### src/rtl/inv_bist_pkg.sv
// ---------------------------------------------------------------------------
// inv_bist_pkg
// Shared definitions for the inverter-bank BIST sequencer:
//   - state_t      : sequencer state encoding (IDLE=0, DRV=1, CHK=2, DONE=3)
//   - pattern_f    : stimulus pattern for a 2-bit phase index
//   - popcount_f   : number of set bits in a mismatch vector
//   - err_w_f      : width of the saturating mismatch counter for N cells
// Vectors passed through the helpers are MAX_CELLS wide; callers size-cast
// to/from their own N_CELLS width, so N_CELLS must not exceed MAX_CELLS.
// ---------------------------------------------------------------------------
package inv_bist_pkg;

    localparam int MAX_CELLS = 64;

    typedef enum logic [1:0] {
        ST_IDLE = 2'd0,
        ST_DRV  = 2'd1,
        ST_CHK  = 2'd2,
        ST_DONE = 2'd3
    } state_t;

    // Phase 0: all-0, 1: all-1, 2: ALT (bit i = i[0]), 3: ~ALT.
    function automatic logic [MAX_CELLS-1:0] pattern_f(input logic [1:0] ph);
        logic [MAX_CELLS-1:0] alt;
        for (int i = 0; i < MAX_CELLS; i++) begin
            alt[i] = i[0];
        end
        case (ph)
            2'd0:    return '0;
            2'd1:    return '1;
            2'd2:    return alt;
            default: return ~alt;
        endcase
    endfunction

    function automatic logic [6:0] popcount_f(input logic [MAX_CELLS-1:0] v);
        logic [6:0] cnt;
        cnt = '0;
        for (int i = 0; i < MAX_CELLS; i++) begin
            cnt = cnt + 7'(v[i]);
        end
        return cnt;
    endfunction

    // Four phases of N cells can mismatch at most 4*N bits in one run.
    function automatic int err_w_f(input int n);
        return $clog2(4 * n + 1);
    endfunction

endpackage

### src/rtl/inv_bist_ctrl_if.sv
// ---------------------------------------------------------------------------
// inv_bist_ctrl_if
// Bundles the BIST control, bank and result signals.
//   start, abort        : run control from test/config logic
//   stim  [N_CELLS]     : registered drive to the inverter inputs
//   resp  [N_CELLS]     : inverter outputs back to the sequencer
//   busy, done, pass    : run status
//   fail_map [N_CELLS]  : sticky per-cell mismatch flags
//   err_count [ERR_W]   : saturating mismatched-bit count
// slave  : the sequencer side; master : the stimulus/bank side.
// ---------------------------------------------------------------------------
interface inv_bist_ctrl_if #(
    parameter int N_CELLS = 8
);
    import inv_bist_pkg::*;

    localparam int ERR_W = err_w_f(N_CELLS);

    logic               start;
    logic               abort;
    logic [N_CELLS-1:0] stim;
    logic [N_CELLS-1:0] resp;
    logic               busy;
    logic               done;
    logic               pass;
    logic [N_CELLS-1:0] fail_map;
    logic [ERR_W-1:0]   err_count;

    modport slave (
        input  start, abort, resp,
        output stim, busy, done, pass, fail_map, err_count
    );

    modport master (
        output start, abort, resp,
        input  stim, busy, done, pass, fail_map, err_count
    );

endinterface

### src/rtl/inv_settle_timer.sv
// ---------------------------------------------------------------------------
// inv_settle_timer
// Loadable down-counter that times the stimulus settle window.
//   clk, rst_n   : clock, asynchronous active-low reset
//   i_load       : load i_load_val (wins over counting)
//   i_load_val   : value loaded; expiry follows i_load_val+1 cycles later
//   i_en         : decrement while non-zero
//   o_expire     : counter has reached zero
// ---------------------------------------------------------------------------
module inv_settle_timer #(
    parameter int W = 2
) (
    input  logic         clk,
    input  logic         rst_n,
    input  logic         i_load,
    input  logic [W-1:0] i_load_val,
    input  logic         i_en,
    output logic         o_expire
);

    logic [W-1:0] r_cnt;

    always_ff @(posedge clk or negedge rst_n) begin
        if (!rst_n) begin
            r_cnt <= '0;
        end else if (i_load) begin
            r_cnt <= i_load_val;
        end else if (i_en && (r_cnt != '0)) begin
            r_cnt <= r_cnt - 1'b1;
        end
    end

    assign o_expire = (r_cnt == '0);

endmodule

### src/rtl/inv_bist_ctrl.sv
// ---------------------------------------------------------------------------
// inv_bist_ctrl
// BIST sequencer for a bank of N_CELLS inverters. Each run steps through four
// patterns (all-0, all-1, ALT, ~ALT); each pattern is held SETTLE_CYC cycles,
// then the bank response is compared against the inverted stimulus for one
// cycle. Mismatches accumulate into a sticky per-cell map and a saturating
// bit count; pass reports a clean run.
//   clk    : system clock, rising edge
//   rst_n  : asynchronous active-low reset
//   bus    : inv_bist_ctrl_if.slave (start/abort in, stim out, resp in,
//            busy/done/pass/fail_map/err_count out)
// ---------------------------------------------------------------------------
module inv_bist_ctrl
    import inv_bist_pkg::*;
#(
    parameter int N_CELLS    = 8,
    parameter int SETTLE_CYC = 2
) (
    input  logic            clk,
    input  logic            rst_n,
    inv_bist_ctrl_if.slave  bus
);

    localparam int ERR_W = err_w_f(N_CELLS);
    localparam int SUM_W = ERR_W + 1;
    localparam int TMR_W = $clog2(SETTLE_CYC + 1);

    // Adds a popcount into the running total, clamping at all-ones.
    function automatic logic [ERR_W-1:0] sat_add_f(input logic [ERR_W-1:0] a,
                                                   input logic [6:0]       b);
        logic [SUM_W-1:0] s;
        s = SUM_W'(a) + SUM_W'(b);
        return s[ERR_W] ? '1 : s[ERR_W-1:0];
    endfunction

    state_t             r_state;
    state_t             w_state_nxt;
    logic [1:0]         r_phase;
    logic [N_CELLS-1:0] r_stim;
    logic               r_busy;
    logic               r_done;
    logic               r_pass;
    logic [N_CELLS-1:0] r_fail_map;
    logic [ERR_W-1:0]   r_err;

    logic               w_accept;
    logic               w_abort;
    logic               w_acc;
    logic               w_finish;
    logic               w_adv;
    logic               w_leave;
    logic               w_load;
    logic               w_expire;
    logic [N_CELLS-1:0] w_mism;
    logic [N_CELLS-1:0] w_fm_nxt;
    logic [ERR_W-1:0]   w_err_nxt;
    logic [N_CELLS-1:0] w_pat_first;
    logic [N_CELLS-1:0] w_pat_next;

    // Load SETTLE_CYC-1 so the counter reads zero in the last DRV cycle,
    // giving exactly SETTLE_CYC DRV cycles per phase.
    inv_settle_timer #(
        .W (TMR_W)
    ) u_settle (
        .clk        (clk),
        .rst_n      (rst_n),
        .i_load     (w_load),
        .i_load_val (TMR_W'(SETTLE_CYC - 1)),
        .i_en       (r_state == ST_DRV),
        .o_expire   (w_expire)
    );

    // An ideal inverter returns ~stim; any set bit here is a faulty cell.
    assign w_mism      = bus.resp ^ ~r_stim;
    assign w_fm_nxt    = r_fail_map | w_mism;
    assign w_err_nxt   = sat_add_f(r_err, popcount_f(MAX_CELLS'(w_mism)));
    assign w_pat_first = N_CELLS'(pattern_f(2'd0));
    assign w_pat_next  = N_CELLS'(pattern_f(r_phase + 2'd1));

    always_ff @(posedge clk or negedge rst_n) begin
        if (!rst_n) begin
            r_state <= ST_IDLE;
        end else begin
            r_state <= w_state_nxt;
        end
    end

    always_comb begin
        w_state_nxt = r_state;
        w_accept    = 1'b0;
        w_abort     = 1'b0;
        w_acc       = 1'b0;
        w_finish    = 1'b0;
        w_adv       = 1'b0;
        w_leave     = 1'b0;
        w_load      = 1'b0;
        case (r_state)
            ST_IDLE: begin
                // abort is meaningless here, so start always wins.
                if (bus.start) begin
                    w_state_nxt = ST_DRV;
                    w_accept    = 1'b1;
                    w_load      = 1'b1;
                end
            end
            ST_DRV: begin
                if (bus.abort) begin
                    w_state_nxt = ST_IDLE;
                    w_abort     = 1'b1;
                end else if (w_expire) begin
                    w_state_nxt = ST_CHK;
                end
            end
            ST_CHK: begin
                // An abort here discards this phase's compare.
                if (bus.abort) begin
                    w_state_nxt = ST_IDLE;
                    w_abort     = 1'b1;
                end else begin
                    w_acc = 1'b1;
                    if (r_phase == 2'd3) begin
                        w_state_nxt = ST_DONE;
                        w_finish    = 1'b1;
                    end else begin
                        w_state_nxt = ST_DRV;
                        w_adv       = 1'b1;
                        w_load      = 1'b1;
                    end
                end
            end
            ST_DONE: begin
                if (bus.abort) begin
                    w_state_nxt = ST_IDLE;
                    w_abort     = 1'b1;
                end else begin
                    w_state_nxt = ST_IDLE;
                    w_leave     = 1'b1;
                end
            end
            default: begin
                w_state_nxt = ST_IDLE;
            end
        endcase
    end

    // busy drops and done/pass are set on the edge entering DONE, so done
    // and the final verdict are visible together for the single DONE cycle.
    always_ff @(posedge clk or negedge rst_n) begin
        if (!rst_n) begin
            r_phase    <= '0;
            r_stim     <= '0;
            r_busy     <= 1'b0;
            r_done     <= 1'b0;
            r_pass     <= 1'b0;
            r_fail_map <= '0;
            r_err      <= '0;
        end else if (w_accept) begin
            r_phase    <= '0;
            r_stim     <= w_pat_first;
            r_busy     <= 1'b1;
            r_pass     <= 1'b0;
            r_fail_map <= '0;
            r_err      <= '0;
        end else if (w_abort) begin
            r_stim <= '0;
            r_busy <= 1'b0;
            r_done <= 1'b0;
            r_pass <= 1'b0;
        end else if (w_acc) begin
            r_fail_map <= w_fm_nxt;
            r_err      <= w_err_nxt;
            if (w_finish) begin
                r_stim <= '0;
                r_busy <= 1'b0;
                r_done <= 1'b1;
                r_pass <= (w_fm_nxt == '0) && (w_err_nxt == '0);
            end else if (w_adv) begin
                r_phase <= r_phase + 2'd1;
                r_stim  <= w_pat_next;
            end
        end else if (w_leave) begin
            r_done <= 1'b0;
        end
    end

    assign bus.stim      = r_stim;
    assign bus.busy      = r_busy;
    assign bus.done      = r_done;
    assign bus.pass      = r_pass;
    assign bus.fail_map  = r_fail_map;
    assign bus.err_count = r_err;

endmodule

### src/flat_wrapper.sv
// flat-port wrapper written by rule: the top's interface ports become plain ports
module inv_bist_ctrl_flat import inv_bist_pkg::*;
#(
    parameter int N_CELLS    = 8,
    parameter int SETTLE_CYC = 2
)
  (clk, rst_n, bus_start, bus_abort, bus_resp, bus_stim, bus_busy, bus_done, bus_pass, bus_fail_map, bus_err_count);
  inv_bist_ctrl_if #(.N_CELLS(N_CELLS)) bus_i ();
  input  logic clk;
  input  logic rst_n;
  input wire logic [$bits(bus_i.start)-1:0] bus_start;
  input wire logic [$bits(bus_i.abort)-1:0] bus_abort;
  input wire logic [$bits(bus_i.resp)-1:0] bus_resp;
  output wire logic [$bits(bus_i.stim)-1:0] bus_stim;
  output wire logic [$bits(bus_i.busy)-1:0] bus_busy;
  output wire logic [$bits(bus_i.done)-1:0] bus_done;
  output wire logic [$bits(bus_i.pass)-1:0] bus_pass;
  output wire logic [$bits(bus_i.fail_map)-1:0] bus_fail_map;
  output wire logic [$bits(bus_i.err_count)-1:0] bus_err_count;
  assign bus_i.start = bus_start;
  assign bus_i.abort = bus_abort;
  assign bus_i.resp = bus_resp;
  assign bus_stim = bus_i.stim;
  assign bus_busy = bus_i.busy;
  assign bus_done = bus_i.done;
  assign bus_pass = bus_i.pass;
  assign bus_fail_map = bus_i.fail_map;
  assign bus_err_count = bus_i.err_count;
  inv_bist_ctrl #(.N_CELLS(N_CELLS), .SETTLE_CYC(SETTLE_CYC)) u_core (.clk(clk), .rst_n(rst_n), .bus(bus_i));
endmodule
### config.mk
export PLATFORM = sky130hd
export DESIGN_NAME = inv_bist_ctrl_flat
export DESIGN_NICKNAME = d
export VERILOG_FILES = /design/src/rtl/inv_bist_pkg.sv /design/src/rtl/inv_bist_ctrl_if.sv /design/src/rtl/inv_settle_timer.sv /design/src/rtl/inv_bist_ctrl.sv /design/src/flat_wrapper.sv
export SDC_FILE = /design/constraint.sdc
export NUM_CORES = 1
export LEC_CHECK = 0
export ABC_CLOCK_PERIOD_IN_PS = 7280
export BUFFER_PORTS_ARGS = -buffer_cell sky130_fd_sc_hd__buf_2
export CAP_MARGIN = 20
export CELL_PAD_IN_SITES_DETAIL_PLACEMENT = 0
export CELL_PAD_IN_SITES_GLOBAL_PLACEMENT = 1
export CORE_MARGIN = 4
export CORE_UTILIZATION = 44
export CTS_CLUSTER_DIAMETER = 100
export DETAILED_ROUTE_END_ITERATION = 7
export GPL_TIMING_DRIVEN = 0
export PLACE_DENSITY = 0.81
export SYNTH_ARGS = -nofsm -noshare
export SYNTH_HDL_FRONTEND = slang
export SYNTH_SLANG_ARGS = --single-unit
### constraint.sdc
create_clock -name clk -period 7.28 [get_ports clk]
set_clock_uncertainty 0.2 [all_clocks]
set_input_delay 1.456 -clock clk [delete_from_list [all_inputs] [get_ports clk]]
set_output_delay 1.456 -clock clk [all_outputs]
set_load 0.1 [all_outputs]
# Yosys cells after proc, flatten, opt, wreduce, memory -nomap -nowiden
# Cells that the tools add are included.
[classes]
n_div = 0
bitwise = 4
n_mul = 0
eq_ne = 11
shifts = 0
n_reduce_logical = 22
n_mux = 52
n_addsub = 10
magnitude_cmp = 0
[op_table]
columns = ["operator", "n"]
rows = [
  ["two-way mux 8 bit", 8],
  ["adder 7 x 1 -> 7 bit", 6],
  ["two-way mux 1 bit", 25],
  ["two-way mux 2 bit", 12],
  ["two-way mux 6 bit", 4],
  ["one-hot mux 8 bit (3 select lines)", 1],
  ["nonzero test 3 bit", 3],
  ["equality test 2 bit (second input constant)", 4],
  ["zero test 8 bit", 1],
  ["inverter 8 bit", 1],
  ["bitwise OR 8 bit", 1],
  ["one-hot mux 2 bit (4 select lines)", 1],
  ["AND reduction 2 bit", 4],
  ["nonzero test 2 bit", 4],
  ["XOR 8 bit", 1],
  ["adder 6 x 7 -> 7 bit", 1],
  ["zero test 2 bit", 3],
  ["zero test 6 bit", 1],
  ["inequality test 3 x 2 -> 1 bit (second input constant)", 2],
  ["equality test 2 x 1 -> 1 bit (second input constant)", 2],
  ["inequality test 2 x 1 -> 1 bit (second input constant)", 2],
  ["AND reduction 4 bit", 1],
  ["nonzero test 4 bit", 1],
  ["AND reduction 3 bit", 1],
  ["other kinds (8)", 9],
]
[word_totals]
inputBits = 12
reg_bits = 31
latch_bits = 0
ram_bits = 0
out_inout_bits = 25
rom_bits = 0
mem_count = 0

# Logic depth before layout (Yosys ltp)
# Gate-level depths: netlist of the first run.
[depth]
ltp_word = 17
mapped_depth = 16
mapped_depth_nobuf = 15

# By module
# From an unflattened synthesis of the first run, not the netlist that was laid out.
[hier_totals]
cells_unflattened = 170
area_unflattened_um2 = 1606.5
[modules_own_cells]
columns = ["module", "area_each_um2", "cells_per_inst", "seq_area_each_um2", "n_inst"]
rows = [
  ["inv_bist_ctrl", 1473.9, 157, 575.6, 1],
  ["inv_settle_timer", 132.6, 13, 50.0, 1],
]

# Worst setup path after synthesis of the first run
# No wires, ideal clock.
[synth_timing]
kind = "in2reg"
from = "in bus_resp[0]"
to = "reg u_core.r_pass (netlist: u_core.bus.pass)"
n_path_buf = 0
cell_stages = 15
slack_ps = 1900
t_arrival_ps = 5058
cell_sequence = "xnor2_1 -> ha_1 -> fa_1 -> inv_1 -> fa_1 -> fa_1 -> inv_1 -> ha_1 -> inv_1 -> fa_1 -> nand2b_1 -> a21oi_1 -> nor3b_1 -> mux2_2 -> a32o_2"
[synth_between]
elab_chain_cells = 16
[synth_lines]
columns = ["item", "line", "source"]
rows = [
  ["start: declaration", "flat_wrapper.sv:13", "input wire logic [$bits(bus_i.resp)-1:0] bus_resp;"],
  ["XOR 8 bit (*)", "inv_bist_ctrl.sv:74", "assign w_mism = bus.resp ^ ~r_stim;"],
  ["adder 1 x 1 -> 2 bit", "inv_bist_pkg.sv:40", "cnt = cnt + 7'(v[i]);"],
  ["adder 7 x 1 -> 7 bit (6 in a row)", "inv_bist_pkg.sv:40", ""],
  ["adder 6 x 7 -> 7 bit", "inv_bist_ctrl.sv:32", "s = SUM_W'(a) + SUM_W'(b);"],
  ["two-way mux 6 bit", "inv_bist_ctrl.sv:33", "return s[ERR_W] ? '1 : s[ERR_W-1:0];"],
  ["zero test 6 bit", "inv_bist_ctrl.sv:176", "r_pass <= (w_fm_nxt == '0) && (w_err_nxt == '0);"],
  ["logical AND 1 bit (*)", "inv_bist_ctrl.sv:176", ""],
  ["two-way mux 1 bit (*)", "inv_bist_ctrl.sv:172", "if (w_finish) begin"],
  ["two-way mux 1 bit (*)", "inv_bist_ctrl.sv:169", "end else if (w_acc) begin"],
  ["two-way mux 1 bit (*)", "inv_bist_ctrl.sv:164", "end else if (w_abort) begin"],
  ["two-way mux 1 bit (*)", "inv_bist_ctrl.sv:157", "end else if (w_accept) begin"],
  ["end signal: assignment", "inv_bist_ctrl.sv:176", ""],
  ["end: declaration", "inv_bist_ctrl.sv:42", "logic r_pass;"],
]
# Every way passes the cells marked *; elsewhere a longest branch is shown, timed or not. The select of a mux whose other input is x is not followed.
# A chain may end at the register's enable or synchronous reset.

# Worst setup path after layout of the first run
# Same ends and word-level chain as after synthesis.

==> flow_summary_export.csv, run 1 <==
group,metric,value,unit
routing,drt_iter0_drc,71,
logic_synthesis,netlist.area_leader.share,36.3,%
logic_synthesis,async_flop_share,100,%
routing,wire_per_inst,14.3,um
grt,grtUsageTotal,15.7,%
placed_design,io_buffers,36,
setup_path,worstPathRequired,7240,ps
setup_path,cp-end-kind,"register",
sta,final_hold_viol_count,0,
logic_synthesis,syn-num-nets,210,
clocking,numCtsBuffers,3,
placed_design,routabilityCongestion,0.885,
worst_hold_path,hold_path_class,"register to register",
logic_synthesis,synth_edf_count,0,
routing,vias,1403,
cells_and_area,final_cells,266,
flow_run,max_cap_violations,0,
setup_path,r2r-start,"u_core.bus.stim[6]",
sta,fin_tns_setup,0,ps
cells_and_area,regArea,626,sq um
grt,grt_max_degree,26,
clocking,cts_setup_buffers,0,
floorplan,fp-row-count,22,
logic_synthesis,seq_area_frac_synth,36.3,%
run_status,status,"finished, final reports clean",
worst_hold_path,hold_path_end,"u_core.bus.busy",
logic_synthesis,synth_largest_area_cell,"dfrtp_1",
floorplan,start_util,46.3,%
cells_and_area,final_common_cell,"buf_2",
clocking,htreeDepth,1,
placed_design,place_hpwl,3100,um
logic_synthesis,synthCells,178,
cells_and_area,drive_gt1_share,24.8,%
clocking,clock-sinks,25,
floorplan,die_w,70.6,um
clocking,clock_path_buffers,2,
sta,slew_viol_final,0,
cells_and_area,multi_input_area,955,sq um
placed_design,dp_cells,262,
cells_and_area,final_cell_mix,"buf_2, dfrtp_1, nor2_1, a21oi_1, ha_1",
floorplan,die_y,70.6,um
sta,tightest_slew,552,ps
clocking,tritoncts,"yes",
logic_synthesis,synthTopCellsByArea,"dfrtp_1, ha_1, a21oi_1",
logic_synthesis,syn_area,1720,sq um
sta,period_minus_slack,5490,ps
grt,grt_pass1_wl,6420,um
logic_synthesis,synth-main-ff-cell,"dfrtp_1",
worst_hold_path,hold_depth,2,
clocking,clkSlewWorstSetupHoldPaths,80,ps
grt,grt_pass1_vias,1469,
logic_synthesis,yosys_warnings,0,
logic_synthesis,ys_ff_latch,25,
cells_and_area,final_cell_area,2010,sq um
setup_path,critPathKind,"input pin to register",
logic_synthesis,ys_types,43,
routing,ant_nets,0,
cells_and_area,area_delta_synth_final,16.6,%
setup_path,reg2reg_to,"u_core.bus.pass",
routing,finalWirelength,3800,um
routing,drtPass1Iterations,4,
setup_path,worstPathArrival,5450,ps
worst_hold_path,hp-start,"u_core.bus.busy",
sta,max_freq,0.182,GHz
clocking,clock_latency,260,ps
cells_and_area,final_nets,251,
clocking,clock-root-buffer,"clkbuf_8",
floorplan,dieArea,4980,sq um
sta,rsz0062_at_grt,"no",
clocking,ctsResizeCount,0,
logic_synthesis,avgSynthCellArea,9.67,sq um
setup_path,worstSetupStartpointType,"input pin",
setup_path,rrSetupSlack,2480,ps
setup_path,reg2reg_depth,16,
clocking,cts_hold_buf,0,
sta,max-slew-margin-rel,63.2,%
setup_path,cp_max_fo,3,
sta,setup_violations,0,
cells_and_area,n_antenna_cell,0,
floorplan,ioPinCount,37,
sta,fin_crit_sh,75.5,%
cells_and_area,utilization,54.0,%
routing,drcViolationCount,0,
grt,grt_antenna_before_repair,0,
grt,grt-ovfl-total,0,
placed_design,post_dp_cell_area,1960,sq um
cells_and_area,final.fill_count,369,
floorplan,coreArea,3720,sq um
routing,vias_per_cell,5.27,
==> registers in the layout (all words and copies together) (netlist names) <==
| name | flops |
|---|---|
| u_core.bus.err_count | 6 |
| u_core.r_phase | 2 |
| u_core.bus.pass | 1 |
| u_core.bus.done | 1 |
| u_core.bus.stim | 2 |
| u_core.bus.fail_map | 8 |
| u_core.u_settle.r_cnt | 2 |
| u_core.bus.busy | 1 |
| u_core.r_state | 2 |
==> cell usage after synthesis (2+ instances only) <==
cell / instances
dfrtp_1: 25
a21oi_1: 18
o21a_1: 3
inv_1: 15
buf_4: 6
o31ai_1: 2
nand3b_1: 2
buf_2: 2
xor2_1: 5
nand2_1: 6
and4b_1: 2
nor2_1: 20
nand2b_1: 3
buf_6: 2
xnor2_1: 8
nor2b_1: 3
and2_1: 2
fa_1: 4
o21ai_0: 6
nor3_1: 3
o22ai_1: 3
nand3_1: 2
ha_1: 16
==> logic make-up after synthesis <==
logic type,after synthesis,synth area share (%)
AO/OA/AOI/OAI,42,15.3
buffers and inverters,27,8.21
AND/OR/NAND/NOR,50,16.6
multiplexers,1,0.654
adder cells (fa/ha/maj),20,16.3
XOR/XNOR,13,6.61
flip-flops,25,36.3
==> how the worst max path moves through the flow <==
stage	slack (ps)	cells past startpoint	endpoint	start
2_1_floorplan	1900	15	u_core.bus.pass	bus_resp[0]
3_3_place_gp	1540	16	u_core.bus.pass	bus_resp[0]
3_5_place_dp	1540	16	u_core.bus.pass	bus_resp[0]
4_1_cts	1800	16	u_core.bus.pass	bus_resp[0]
5_1_grt	1600	16	u_core.bus.pass	bus_resp[0]
6_report	1790	16	u_core.bus.pass	bus_resp[0]
==> layout make-up <==
type / instances / area share [%]
plain buffers: 12 / 4.24
clock buffers: 4 / 2.24
inverters: 15 / 2.81
multi-input cells: 126 / 47.6
flip-flops and latches: 25 / 31.2
well taps: 48 / 2.99
repair buffers: 36 / 8.98
==> metrics by stage <==
stage               setup WS (ps)  hold WS, ps
finish                       1790          278
global route                 1600          319
CTS                          1800          290
detailed placement           1540          268
global placement             1540          260
floorplan                    1900          343
==> routing by layer <==
layer	GRT usage, %	part of all wire [%]
met1	18.6	41
met2	30.0	55
met3	2.84	3.4
met4	2.30	0.61
met5	0	0
==> critical path, cell delays in order <==
cell and delay (ps):
buf_2 100, xnor2_1 280, ha_1 310, fa_1 530, inv_1 50, fa_1 560
fa_1 420, inv_1 70, ha_1 160, inv_1 50, fa_1 380, nand2b_1 180
a21oi_1 270, nor3b_1 80, mux2_2 280, a32o_2 260
Power of run 1 is not shown: default switching activity piles up to over one toggle a cycle in this logic, so the estimate is an artifact.
==> inputs of run 2 (changes only) <==
--- a/config.mk
+++ b/config.mk
@@ -5,17 +5,18 @@
 export SDC_FILE = /design/constraint.sdc
 export NUM_CORES = 1
 export LEC_CHECK = 0
-export ABC_CLOCK_PERIOD_IN_PS = 7280
+export ABC_AREA = 1
+export ABC_CLOCK_PERIOD_IN_PS = 4590
 export BUFFER_PORTS_ARGS = -buffer_cell sky130_fd_sc_hd__buf_2
 export CAP_MARGIN = 20
 export CELL_PAD_IN_SITES_DETAIL_PLACEMENT = 0
 export CELL_PAD_IN_SITES_GLOBAL_PLACEMENT = 1
 export CORE_MARGIN = 4
-export CORE_UTILIZATION = 44
+export CORE_UTILIZATION = 35
 export CTS_CLUSTER_DIAMETER = 100
 export DETAILED_ROUTE_END_ITERATION = 7
 export GPL_TIMING_DRIVEN = 0
-export PLACE_DENSITY = 0.81
+export PLACE_DENSITY = 0.72
 export SYNTH_ARGS = -nofsm -noshare
 export SYNTH_HDL_FRONTEND = slang
 export SYNTH_SLANG_ARGS = --single-unit
==> constraint.sdc (replaced) <==
create_clock -name clk -period 4.59 [get_ports clk]
set_clock_uncertainty 0.2 [all_clocks]
set_input_delay 0.918 -clock clk [delete_from_list [all_inputs] [get_ports clk]]
set_output_delay 0.918 -clock clk [all_outputs]
set_load 0.1 [all_outputs]
==> flow_summary_export.csv, run 2 <==
group,metric,value,unit
sta,max-slew-margin-rel,60.6,%
logic_synthesis,synth_edf_count,0,
cells_and_area,utilization,44.3,%
setup_path,cp-end-kind,"register",
cells_and_area,final_cell_mix,"nand2_1, inv_1, buf_2, dfrtp_1, nand3_1",
routing,drtPass1Iterations,4,
floorplan,die_y,79.4,um
sta,tightest_slew,591,ps
routing,finalWirelength,4090,um
floorplan,dieArea,6310,sq um
run_status,status,"finished, final reports clean",
routing,dr_wl_met2,1940,um
floorplan,die_w,79.4,um
logic_synthesis,yosys_warnings,0,
cells_and_area,n_antenna_cell,0,
logic_synthesis,syn_area,1790,sq um
placed_design,routabilityCongestion,0.804,
sta,fin_crit_sh,95.1,%
floorplan,start_util,37.1,%
floorplan,ioPinCount,37,
setup_path,rrSetupSlack,370,ps
worst_hold_path,hold_path_class,"register to register",
clocking,numCtsBuffers,3,
cells_and_area,regArea,628,sq um
routing,vias,1561,
clocking,clock-root-buffer,"clkbuf_8",
setup_path,worstPathArrival,4340,ps
grt,grtUsageTotal,13.4,%
grt,grt_antenna_before_repair,0,
routing,vias_per_cell,4.46,
logic_synthesis,async_flop_share,100,%
routing,drcViolationCount,0,
clocking,clock_latency,270,ps
routing,highest_layer,"met4",
floorplan,coreArea,4820,sq um
sta,rsz0062_at_grt,"no",
logic_synthesis,synth-main-ff-cell,"dfrtp_1",
cells_and_area,multi_input_area,940,sq um
cells_and_area,drive_gt1_share,22.6,%
clocking,cts_hold_buf,0,
routing,wire_per_inst,11.7,um
setup_path,worstPathRequired,4560,ps
sta,period_minus_slack,4370,ps
placed_design,post-place-ws,-367,ps
logic_synthesis,ys_types,23,
cells_and_area,largest_register_ffs,8,
clocking,clkSlewWorstSetupHoldPaths,100,ps
clocking,tritoncts,"yes",
sta,layout_setup_ws,223,ps
logic_synthesis,netlist.area_leader.share,35.0,%
grt,grt_pass1_wl,6730,um
setup_path,worstSetupStartpointType,"input pin",
logic_synthesis,syn-num-nets,274,
grt,grt_max_degree,26,
logic_synthesis,synth_largest_area_cell,"dfrtp_1",
routing,wl_met3,136,um
floorplan,fp-row-count,25,
clocking,clock-sinks,25,
cells_and_area,final_cell_area,2140,sq um
routing,drt_iter0_drc,50,
grt,grt_pass1_vias,1472,
cells_and_area,final_common_cell,"nand2_1",
cells_and_area,area_delta_synth_final,19.6,%
logic_synthesis,ys_ff_latch,25,
routing,met1_length,2000,um
logic_synthesis,avgSynthCellArea,7.38,sq um
logic_synthesis,synth_commonest_cells,"nand2_1, inv_1, dfrtp_1",
sta,setup_violations,0,
setup_path,critPathKind,"input pin to register",
clocking,htreeDepth,1,
logic_synthesis,synthCells,242,
placed_design,place_hpwl,3320,um
cells_and_area,final.fill_count,534,
placed_design,post_dp_cell_area,2050,sq um
sta,final_hold_viol_count,0,
flow_run,max_cap_violations,0,
logic_synthesis,seq_area_frac_synth,35.0,%
sta,slew_viol_final,0,
clocking,clock_path_buffers,2,
cells_and_area,final_nets,316,
grt,grt-ovfl-total,0,
sta,max_freq,0.229,GHz
routing,ant_nets,0,
placed_design,io_buffers,36,
logic_synthesis,yosysMostFrequentCell,"nand2_1",
logic_synthesis,synthTopCellsByArea,"dfrtp_1, nand2_1, ha_1",
setup_path,cp_max_fo,6,
==> run 2: repair_timing <==
item,CTS,global route
hold endpoints to repair,0,0
setup endpoints to repair,1,4
buffers inserted,0,1
pin swaps,0,7
cloned,0,0
gates resized for setup,2,6
==> run 2: cell type report <==
class	instances	share of cell area [%]
buffer	7	2.64
timing repair buffer	37	8.79
clock buffer	3	1.93
inverter	51	8.96
sequential	25	29.4
multi-input combinational	159	44.0
clock inverter	1	0.351
tap	67	3.93
==> run 2: final timing paths <==
| check | from | endpoint | cells past startpoint |
|---|---|---|---|
| min in group asynchronous | rst_n | u_core.bus.fail_map[4] | 1 |
| max reg2reg | u_core.bus.stim[6] | u_core.bus.pass | 19 |
| min reg2reg | u_core.bus.busy | u_core.bus.busy | 2 |
| max in group asynchronous | rst_n | u_core.bus.stim[6] | 1 |
| max | bus_resp[0] | u_core.bus.pass | 20 |
| min | u_core.bus.busy | u_core.bus.busy | 2 |
==> run 2: critical path, stage by stage <==
cell and delay (ps):
buf_2 100, inv_1 40, nand2_1 50, nand2_2 90
inv_2 50, ha_4 230, fa_1 490, inv_1 60
fa_1 520, fa_1 420, inv_1 70, ha_2 170
inv_1 60, fa_2 430, nor3_2 220, nor2_2 110
nand2_1 100, nor2_1 40, nand3_1 110, nand2_1 60
==> run 2: layer usage <==
| metal | up-vias | GRT usage, % |
|---|---|---|
| met2 | 22 | 22.6 |
| met3 | 2 | 2.26 |
| met5 | - | 0 |
| li1 | 830 | - |
| met1 | 707 | 18.2 |
| met4 | 0 | 2.58 |
==> run 2: stage by stage <==
step	instances	TNS (ps)	hold slack, ps
final	350	0	282
after global routing	350	0	313
after CTS	349	0	288
after detailed placement	345	-1640	262
after global placement	345	-1580	257
after floorplan	242	0	265
==> run 2: kinds of logic after synthesis <==
| logic type | after synthesis | synth area share (%) |
|---|---|---|
| AND/OR/NAND/NOR | 108 | 24.9 |
| buffers and inverters | 58 | 13.9 |
| AO/OA/AOI/OAI | 27 | 8.48 |
| flip-flops | 25 | 35.0 |
| adder cells (fa/ha/maj) | 20 | 15.7 |
| XOR/XNOR | 4 | 1.96 |
Power of run 2 is left out for the same reason.
==> inputs of run 3 (changes only) <==
--- a/config.mk
+++ b/config.mk
@@ -6,17 +6,17 @@
 export NUM_CORES = 1
 export LEC_CHECK = 0
 export ABC_AREA = 1
-export ABC_CLOCK_PERIOD_IN_PS = 4590
+export ABC_CLOCK_PERIOD_IN_PS = 4500
 export BUFFER_PORTS_ARGS = -buffer_cell sky130_fd_sc_hd__buf_2
 export CAP_MARGIN = 20
 export CELL_PAD_IN_SITES_DETAIL_PLACEMENT = 0
 export CELL_PAD_IN_SITES_GLOBAL_PLACEMENT = 1
 export CORE_MARGIN = 4
-export CORE_UTILIZATION = 35
+export CORE_UTILIZATION = 39
 export CTS_CLUSTER_DIAMETER = 100
 export DETAILED_ROUTE_END_ITERATION = 7
 export GPL_TIMING_DRIVEN = 0
-export PLACE_DENSITY = 0.72
+export PLACE_DENSITY = 0.76
 export SYNTH_ARGS = -nofsm -noshare
 export SYNTH_HDL_FRONTEND = slang
 export SYNTH_SLANG_ARGS = --single-unit
==> constraint.sdc (replaced) <==
create_clock -name clk -period 4.5 [get_ports clk]
set_clock_uncertainty 0.2 [all_clocks]
set_input_delay 0.9 -clock clk [delete_from_list [all_inputs] [get_ports clk]]
set_output_delay 0.9 -clock clk [all_outputs]
set_load 0.1 [all_outputs]
==> flow_summary_export.csv, run 3 (synthesis gave the netlist of run 2 again) <==
group,metric,value,unit
cells_and_area,n_antenna_cell,0,
placed_design,place_hpwl,3300,um
sta,rsz0062_at_grt,"no",
cells_and_area,final_common_cell,"nand2_1",
sta,fin_crit_sh,95.7,%
setup_path,r2r-start,"u_core.bus.stim[6]",
grt,grt_pass1_vias,1491,
worst_hold_path,hold_depth,2,
setup_path,reg2reg_depth,18,
setup_path,slowest_delay,550,ps
setup_path,reg2reg_to,"u_core.bus.err_count[4]",
sta,final_hold_viol_count,0,
setup_path,path_buf_inv,6,
setup_path,worstPathArrival,4270,ps
routing,drtPass1Iterations,6,
routing,vias_per_cell,4.65,
floorplan,dieArea,5720,sq um
cells_and_area,final_cells,336,
worst_hold_path,hold_path_end,"u_core.bus.busy",
sta,max-slew-margin-rel,62.5,%
cells_and_area,drive_gt1_share,21.8,%
floorplan,fp-row-count,24,
cells_and_area,final_cell_mix,"nand2_1, inv_1, buf_2, dfrtp_1, nand3_1",
cells_and_area,final_nets,317,
setup_path,crit_family,"adder cells",
sta,setup_violations,0,
worst_hold_path,hp-start,"u_core.bus.busy",
clocking,clock_path_buffers,2,
cells_and_area,largest_register_ffs,8,
sta,period_minus_slack,4310,ps
setup_path,worstPathRequired,4460,ps
grt,grt_antenna_before_repair,0,
clocking,clkSlewWorstSetupHoldPaths,90,ps
routing,wire_per_inst,11.8,um
setup_path,cp_num_cells,19,
setup_path,cp-end-kind,"register",
sta,slew_viol_final,0,
cells_and_area,area_delta_synth_final,18.6,%
floorplan,die_w,75.7,um
floorplan,coreArea,4380,sq um
routing,drcViolationCount,0,
worst_hold_path,hold_path_class,"register to register",
setup_path,worstSetupStartpointType,"input pin",
clocking,clock-root-buffer,"clkbuf_8",
floorplan,die_y,75.7,um
setup_path,rrSetupSlack,330,ps
grt,grtUsageTotal,14.7,%
setup_path,slowest_stage,"fa_1",
sta,max_freq,0.232,GHz
setup_path,crit_chain,"buf_2, inv_1, nand2_1, nand2_2, inv_2, ha_4, fa_1, inv_1, fa_1, fa_1, inv_1, ha_2, inv_1, fa_2, nor2_1, nor2_1, xor2_1, nand2_1, a22o_1",
clocking,tritoncts,"yes",
placed_design,dp_cells,330,
flow_run,max_cap_violations,0,
grt,grt-ovfl-total,0,
run_status,status,"finished, final reports clean",
placed_design,io_buffers,36,
clocking,numCtsBuffers,3,
sta,tightest_slew,563,ps
clocking,htreeDepth,1,
routing,ant_nets,0,
floorplan,ioPinCount,37,
grt,grt_max_degree,26,
routing,finalWirelength,3950,um
setup_path,cp_common_cell,"inv_1",
routing,vias,1564,
setup_path,critPathKind,"input pin to register",
routing,drt_iter0_drc,42,
floorplan,start_util,40.7,%
grt,grt_pass1_wl,6400,um
clocking,clock-sinks,25,
placed_design,routabilityCongestion,0.792,
clocking,clock_latency,270,ps
setup_path,cp_max_fo,3,
-- run 3: cell count changes in the layout (fill, tap and decap cells not counted) --
| cell | change |
|---|---|
| buf_4 | +1 |
| clkbuf_1 | +1 |
| clkinvlp_4 | -1 |
| inv_1 | +1 |
| inv_2 | -1 |
| nor2_1 | +1 |
| nor2_2 | -1 |
-- run 3: worst max path at each step --
stage | start | to
6_report | bus_resp[0] | u_core.bus.err_count[4]
5_1_grt | bus_resp[0] | u_core.bus.err_count[4]
4_1_cts | bus_resp[0] | u_core.bus.pass
3_5_place_dp | bus_resp[0] | u_core.bus.pass
3_3_place_gp | bus_resp[0] | u_core.bus.err_count[4]
2_1_floorplan | bus_resp[0] | u_core.bus.pass
-- run 3: cell type report --
type	instances	area, sq um
Buffer	7	56.3
Clock buffer	4	45.0
Fill cell	491	2270
Inverter	51	191
Multi-Input combinational cell	159	937
Sequential cell	25	628
Tap cell	52	65.1
Timing Repair Buffer	38	195
-- run 3: repair_timing --
| item | 4_1_cts | 5_1_grt |
|---|---|---|
| hold buffers | 0 | 0 |
| setup endpoints to repair | 4 | 6 |
| pin swaps | 2 | 6 |
| resized for setup | 3 | 2 |
| setup buffers | 2 | 0 |
-- run 3: tightest hold or removal path: stages, from the launching register on --
cell	delay (ps)
dfrtp_1	350
nand2_1	50
nand2_1	50
-- run 3: per-layer routing --
layer	routed length (um)	up-vias	track usage (%)
met2	1950	24	25.0
met4	48	0	3.11
li1	-	823	-
met3	131	4	2.77
met1	1820	713	19.6
met5	0	-	0
-- run 3: per-stage QoR --
stage          setup TNS [ps]  util, %  cell area [sq um]  hold slack [ps]  setup WS [ps]
5_1_grt                     0     48.3               2120              308           1.43
2_1_floorplan               0        -               1790              265           6.49
3_3_place_gp            -1860     46.5               2040              252           -342
6_report                    0     48.3               2120              273            192
4_1_cts                     0     48.0               2110              278           12.1
3_5_place_dp            -2100     46.5               2040              258           -386
Power of run 3 is left out for the same reason.
